==> config.mk <==
export PLATFORM = sky130hd
export DESIGN_NAME = modport_counter_flat
export DESIGN_NICKNAME = d
export VERILOG_FILES = /design/src/rtl/modport_counter_if.sv /design/src/rtl/modport_counter.sv /design/src/flat_wrapper.sv
export SDC_FILE = /design/constraint.sdc
export NUM_CORES = 1
export LEC_CHECK = 0
export CORE_AREA = 10 10 47 49
export CTS_CLUSTER_DIAMETER = 50
export DETAILED_ROUTE_END_ITERATION = 8
export DIE_AREA = 0 0 57 59
export HOLD_SLACK_MARGIN = 0.1
export PLACE_DENSITY = 0.56
export SLEW_MARGIN = 5
export SYNTH_ARGS = -nofsm -noshare
export SYNTH_HDL_FRONTEND = slang
export SYNTH_SLANG_ARGS = --single-unit
==> constraint.sdc <==
create_clock -name clock -period 1.9 [get_ports clock]
set_input_delay 0.19 -clock clock [delete_from_list [all_inputs] [get_ports clock]]
set_output_delay 0.19 -clock clock [all_outputs]
set_load 0.01 [all_outputs]
==> src/rtl/modport_counter_if.sv <==
// Bus bundle for the MOD12 counter: control/load inputs from the write driver,
// count back to the read side.
interface modport_counter_if;
    logic       mode;
    logic       load;
    logic [3:0] data_in;
    logic [3:0] count;

    modport master (
        output mode,
        output load,
        output data_in,
        input  count
    );

    modport slave (
        input  mode,
        input  load,
        input  data_in,
        output count
    );
endinterface

==> src/rtl/modport_counter.sv <==
// Modulo-12 up/down counter with parallel load and synchronous active-high reset.
// Count is registered; any value outside 0..11 collapses to 0 on the next count edge.
module modport_counter (
    input  logic               clock,
    input  logic               reset,
    modport_counter_if.slave   bus
);

    logic [3:0] r_count;
    logic [3:0] w_next;

    // Loads above 11 are clamped to 0 so the register never leaves 0..11.
    function automatic logic [3:0] clamp_load(input logic [3:0] v);
        return (v <= 4'd11) ? v : 4'd0;
    endfunction

    function automatic logic [3:0] count_up(input logic [3:0] v);
        return (v >= 4'd11) ? 4'd0 : v + 4'd1;
    endfunction

    // Zero wraps to 11; an illegal state (12..15) recovers to 0.
    function automatic logic [3:0] count_down(input logic [3:0] v);
        logic [3:0] res;
        if (v == 4'd0)
            res = 4'd11;
        else if (v > 4'd11)
            res = 4'd0;
        else
            res = v - 4'd1;
        return res;
    endfunction

    always_comb begin
        w_next = r_count;
        if (bus.load)
            w_next = clamp_load(bus.data_in);
        else if (bus.mode)
            w_next = count_up(r_count);
        else
            w_next = count_down(r_count);
    end

    always_ff @(posedge clock) begin
        if (reset)
            r_count <= 4'd0;
        else
            r_count <= w_next;
    end

    assign bus.count = r_count;

endmodule

==> src/flat_wrapper.sv <==
// flat-port wrapper written by rule: the top's interface ports become plain ports
module modport_counter_flat 
  (clock, reset, bus_mode, bus_load, bus_data_in, bus_count);
  modport_counter_if bus_i ();
  input  logic clock;
  input  logic reset;
  input wire logic [$bits(bus_i.mode)-1:0] bus_mode;
  input wire logic [$bits(bus_i.load)-1:0] bus_load;
  input wire logic [$bits(bus_i.data_in)-1:0] bus_data_in;
  output wire logic [$bits(bus_i.count)-1:0] bus_count;
  assign bus_i.mode = bus_mode;
  assign bus_i.load = bus_load;
  assign bus_i.data_in = bus_data_in;
  assign bus_count = bus_i.count;
  modport_counter u_core (.clock(clock), .reset(reset), .bus(bus_i));
endmodule
; ---- Word-level counts from Yosys, hierarchy flattened
; Cells that the tools add are included.
[totals]
inputBits = 8
ff_bits = 4
out_inout_bits = 4
[classes]
addsub = 2
n_reduce_logical = 1
n_mux = 6
order_cmp = 3
[ops]
columns = op, count
row1 = 4-bit two-way mux, 6
row2 = 4-bit by 1-bit adder with 4-bit output (second input constant), 1
row3 = 4-bit >= comparator (second input constant), 1
row4 = 4-bit > comparator (second input constant), 1
row5 = 4-bit less-or-equal comparator (second input constant), 1
row6 = 4-bit zero test, 1
row7 = 4-bit by 1-bit subtractor with 4-bit output (second input constant), 1

; ---- Logic depth before layout (Yosys ltp)
[logic_depth]
word_depth = 5
depth_mapped = 6
ltp_nobuf = 6

; ---- Worst setup path after synthesis
; OpenSTA, ideal clock, no wires.
[synth_timing]
path_kind = register -> register
start = register u_core.r_count[0] (netlist: u_core.bus.count[0])
end = register u_core.r_count[2] (netlist: u_core.bus.count[2])
setup_slack_ns = 0.462
n_path_buf = 0
arrival_time_ns = 1.364
required_time_ns = 1.826
stages_incl_launch_ff = 7
cell_sequence = dfxtp_1 > inv_1 > ha_1 > nor3b_1 > a21oi_1 > or3_1 > a31oi_1
[synth_between]
elab_chain_len = 5
elab_cells_between_ends = 10
classes_between = add/sub: 2 / order compare: 2 / mux: 5 / reduce/logical: 1
[synth_lines]
columns = item, line
row1 = start: declaration, modport_counter.sv:9  ; logic [3:0] r_count;
row2 = start signal: assignment, modport_counter.sv:47  ; r_count <= w_next;
row3 = 4-bit by 1-bit subtractor with 4-bit output or 4-bit > comparator (tied branches), "modport_counter.sv:29, modport_counter.sv:26"
row4 = 4-bit two-way mux, modport_counter.sv:26  ; else if (v > 4'd11)
row5 = 4-bit two-way mux, modport_counter.sv:24  ; if (v == 4'd0)
row6 = 4-bit two-way mux *, modport_counter.sv:37  ; else if (bus.mode)
row7 = 4-bit two-way mux *, modport_counter.sv:35  ; if (bus.load)
; Mark *: on every way between the ends. The rest lies on a longest branch, timed or not.
; A chain may end at the register's enable or synchronous reset.

; ---- Worst setup path in the final report
[layout_timing]
start = register u_core.r_count[3] (netlist: u_core.bus.count[3])
end = output port bus_count[3]
[layout_rtl]
columns = item, line
row1 = end: declaration, flat_wrapper.sv:10  ; output wire logic [$bits(bus_i.count)-1:0] bus_count;
; No word-level cell between the ends.

==> results.sh <==
export IMPL_synth_area_per_cell_um2=7.94
export IMPL_yosysTopAreaCellShare_pct=23.4
export IMPL_p_leak_uw=0.000173
export IMPL_max_freq_ghz=0.646
export IMPL_die_h_um=59
export IMPL_overflow=0
export IMPL_skew_ns=0.00134
export IMPL_slew_violations=0
export IMPL_hold_viol=0
export IMPL_hp_class="in -> reg"
export IMPL_cts_resized_gates=0
export IMPL_tightest_slew_ns=0.339
export IMPL_worstPathArrival_ns=1.36
export IMPL_drive_gt1_share_pct=9.26
export IMPL_place_gp_congestion=0.739
export IMPL_period_share_pct=81.4
export IMPL_crit_type="reg -> out"
export IMPL_start_util_pct=24.4
export IMPL_rows=14
export IMPL_synthTopCellsByCount="o21ai_0 (5), a21oi_1 (4), dfxtp_1 (4)"
export IMPL_via_per_inst=4.96
export IMPL_synth_ff_type="dfxtp_1"
export IMPL_async_flop_share_pct=0
export IMPL_clock_path_buffers=2
export IMPL_coreArea_um2=1400
export IMPL_rsz0062_at_grt="false"
export IMPL_cap_violations=0
export IMPL_grt_max_degree=12
export IMPL_holdWs_ns=0.523
export IMPL_die_x_um=57
export IMPL_largest_reg_flops=4
export IMPL_synthTopCellsByArea="dfxtp_1 (23%), ha_1 (7.3%), o21ai_0 (7.3%)"
export IMPL_yosys_area_top_type="dfxtp_1"
export IMPL_ctsHoldBuffers=0
export IMPL_clk_pin_slew_worst_paths_ns=0.04
export IMPL_numCtsBuffers=3
export IMPL_synthToLayoutAreaGrowth_pct=36.6
export IMPL_wl_um=896
export IMPL_crit_family="buffers and inverters"
export IMPL_worstPathMaxFanout=11
export IMPL_netlist_cell_type_count=24
export IMPL_post_route_min_period_ns=1.55
export IMPL_postRouteAntennaNets=0
export IMPL_maxSlewHeadroom_pct=77.3
export IMPL_finish_net_count=66
export IMPL_drcViolationCount=0
export IMPL_yosysWarnings=0
export IMPL_clock_latency_ns=0.24
export IMPL_io_buffers=11
export IMPL_vdd_ir_drop_max_mv=0.397
export IMPL_cp_required_ns=1.71
export IMPL_dr_pass1_iters=3
export IMPL_cts_sinks=4
export IMPL_die_area_um2=3360
export IMPL_synth_edf_count=0
export IMPL_fillers=158
export IMPL_drt_initial_drc_count=2
export IMPL_cp_start_kind="flop"
export IMPL_p_per_area_nw_per_um2=633
export IMPL_io_pins=12
export IMPL_synth_cells=43
export IMPL_ys_seq_elements=4
export IMPL_cts_root_buf="clkbuf_4"
export IMPL_grt_pass1_wl_um=1370
export IMPL_crit_buf_inv=1
export IMPL_antenna_cells=0
export IMPL_finalSetupViolCount=0
export IMPL_h_tree_depth=1
export IMPL_cts_tree="yes"
export IMPL_slowest_stage="clkdlybuf4s50_1"
export IMPL_finalSetupTns_ns=0
export IMPL_status="finished, final reports clean"
export IMPL_ys_seq_area_share_pct=23.4
export IMPL_gr_usage_all_layers_pct=5.54
export IMPL_num_vias=347
export IMPL_path_cells="clkdlybuf4s50_1"
export IMPL_wl_per_cell_um=12.8
export IMPL_end_kind="primary output"
export IMPL_cpPeakStageDelay_ns=0.61
export IMPL_syn_nets=53
export IMPL_yosysMostFrequentCell="o21ai_0"
export IMPL_syn_area_um2=342
export IMPL_antenna_found_initial=0
export IMPL_dp_hpwl_um=720
export IMPL_grt_pass1_vias=316
export IMPL_post_cts_buffers=0
-- kinds of logic (layout without fill, tap and decap cells) --
family / after synthesis / count (layout) / synth area share (%)
AO/OA/AOI/OAI: 16 / 16 / 30.4
AND/OR/NAND/NOR: 15 / 15 / 26.0
buffers and inverters: 5 / 16 / 10.3
flip-flops: 4 / 4 / 23.4
adder cells (fa/ha/maj): 2 / 2 / 7.32
XOR/XNOR: 1 / 1 / 2.56
-- metal layers --
layer,routed length [um],track usage [%]
met5,0,0
met2,431,8.37
met3,45,3.43
met4,33,5.03
met1,386,5.12
-- through the flow --
stage          util (%)  cells  power, uW  cell area, um^2  setup slack (ns)
3_5_place_dp       31.7     67        191              444             0.395
6_report           33.3     70        295              467             0.353
5_1_grt            33.3     70        322              467             0.275
3_3_place_gp       31.7     67        190              444             0.409
2_1_floorplan         -     43        154              342             0.462
4_1_cts            33.3     70        301              467             0.335
-- placed cells by master, fill, tap and decap left out, drive strengths merged --
cell,Yosys,final
clkdlybuf4s50,0,11
o21ai,6,6
a21oi,4,4
dfxtp,4,4
nor2,3,3
clkbuf,0,3
inv,2,2
nand3,2,2
or3b,2,2
nand2b,2,2
nand2,2,2
ha,2,2
o31ai,2,2
a32oi,1,1
a21o,1,1
a32o,1,1
xor2,1,1
nor3b,1,1
or3,1,1
nand3b,1,1
nand4b,1,1
a31oi,1,1
-- final timing paths --
path	to	startpoint	slack, ns	cells after the start
hold reg to reg	u_core.bus.count[0]	u_core.bus.count[0]	0.65	2
hold / removal	u_core.bus.count[1]	bus_data_in[1]	0.52	3
setup / recovery	bus_count[3]	u_core.bus.count[3]	0.35	1
setup reg to reg	u_core.bus.count[2]	u_core.bus.count[0]	0.38	6
-- area by class of cell --
type,count,area (um^2),share of cell area (%)
tap,16,20.0,4.29
inverter,2,7.51,1.61
clock buffer,3,22.5,4.83
timing repair buffer,11,110,23.6
multi-input combinational,34,226,48.5
sequential,4,80.1,17.2
-- power breakdown --
part | internal (uW) | leakage, uW | total, uW | switching [uW]
clock | 70.7 | 0.0000138 | 107 | 36.2
sequential | 91.7 | 0.0000331 | 106 | 14.0
combinational | 46.8 | 0.000126 | 82.8 | 36.1
Note: power is estimated with default switching activity, not from simulation.
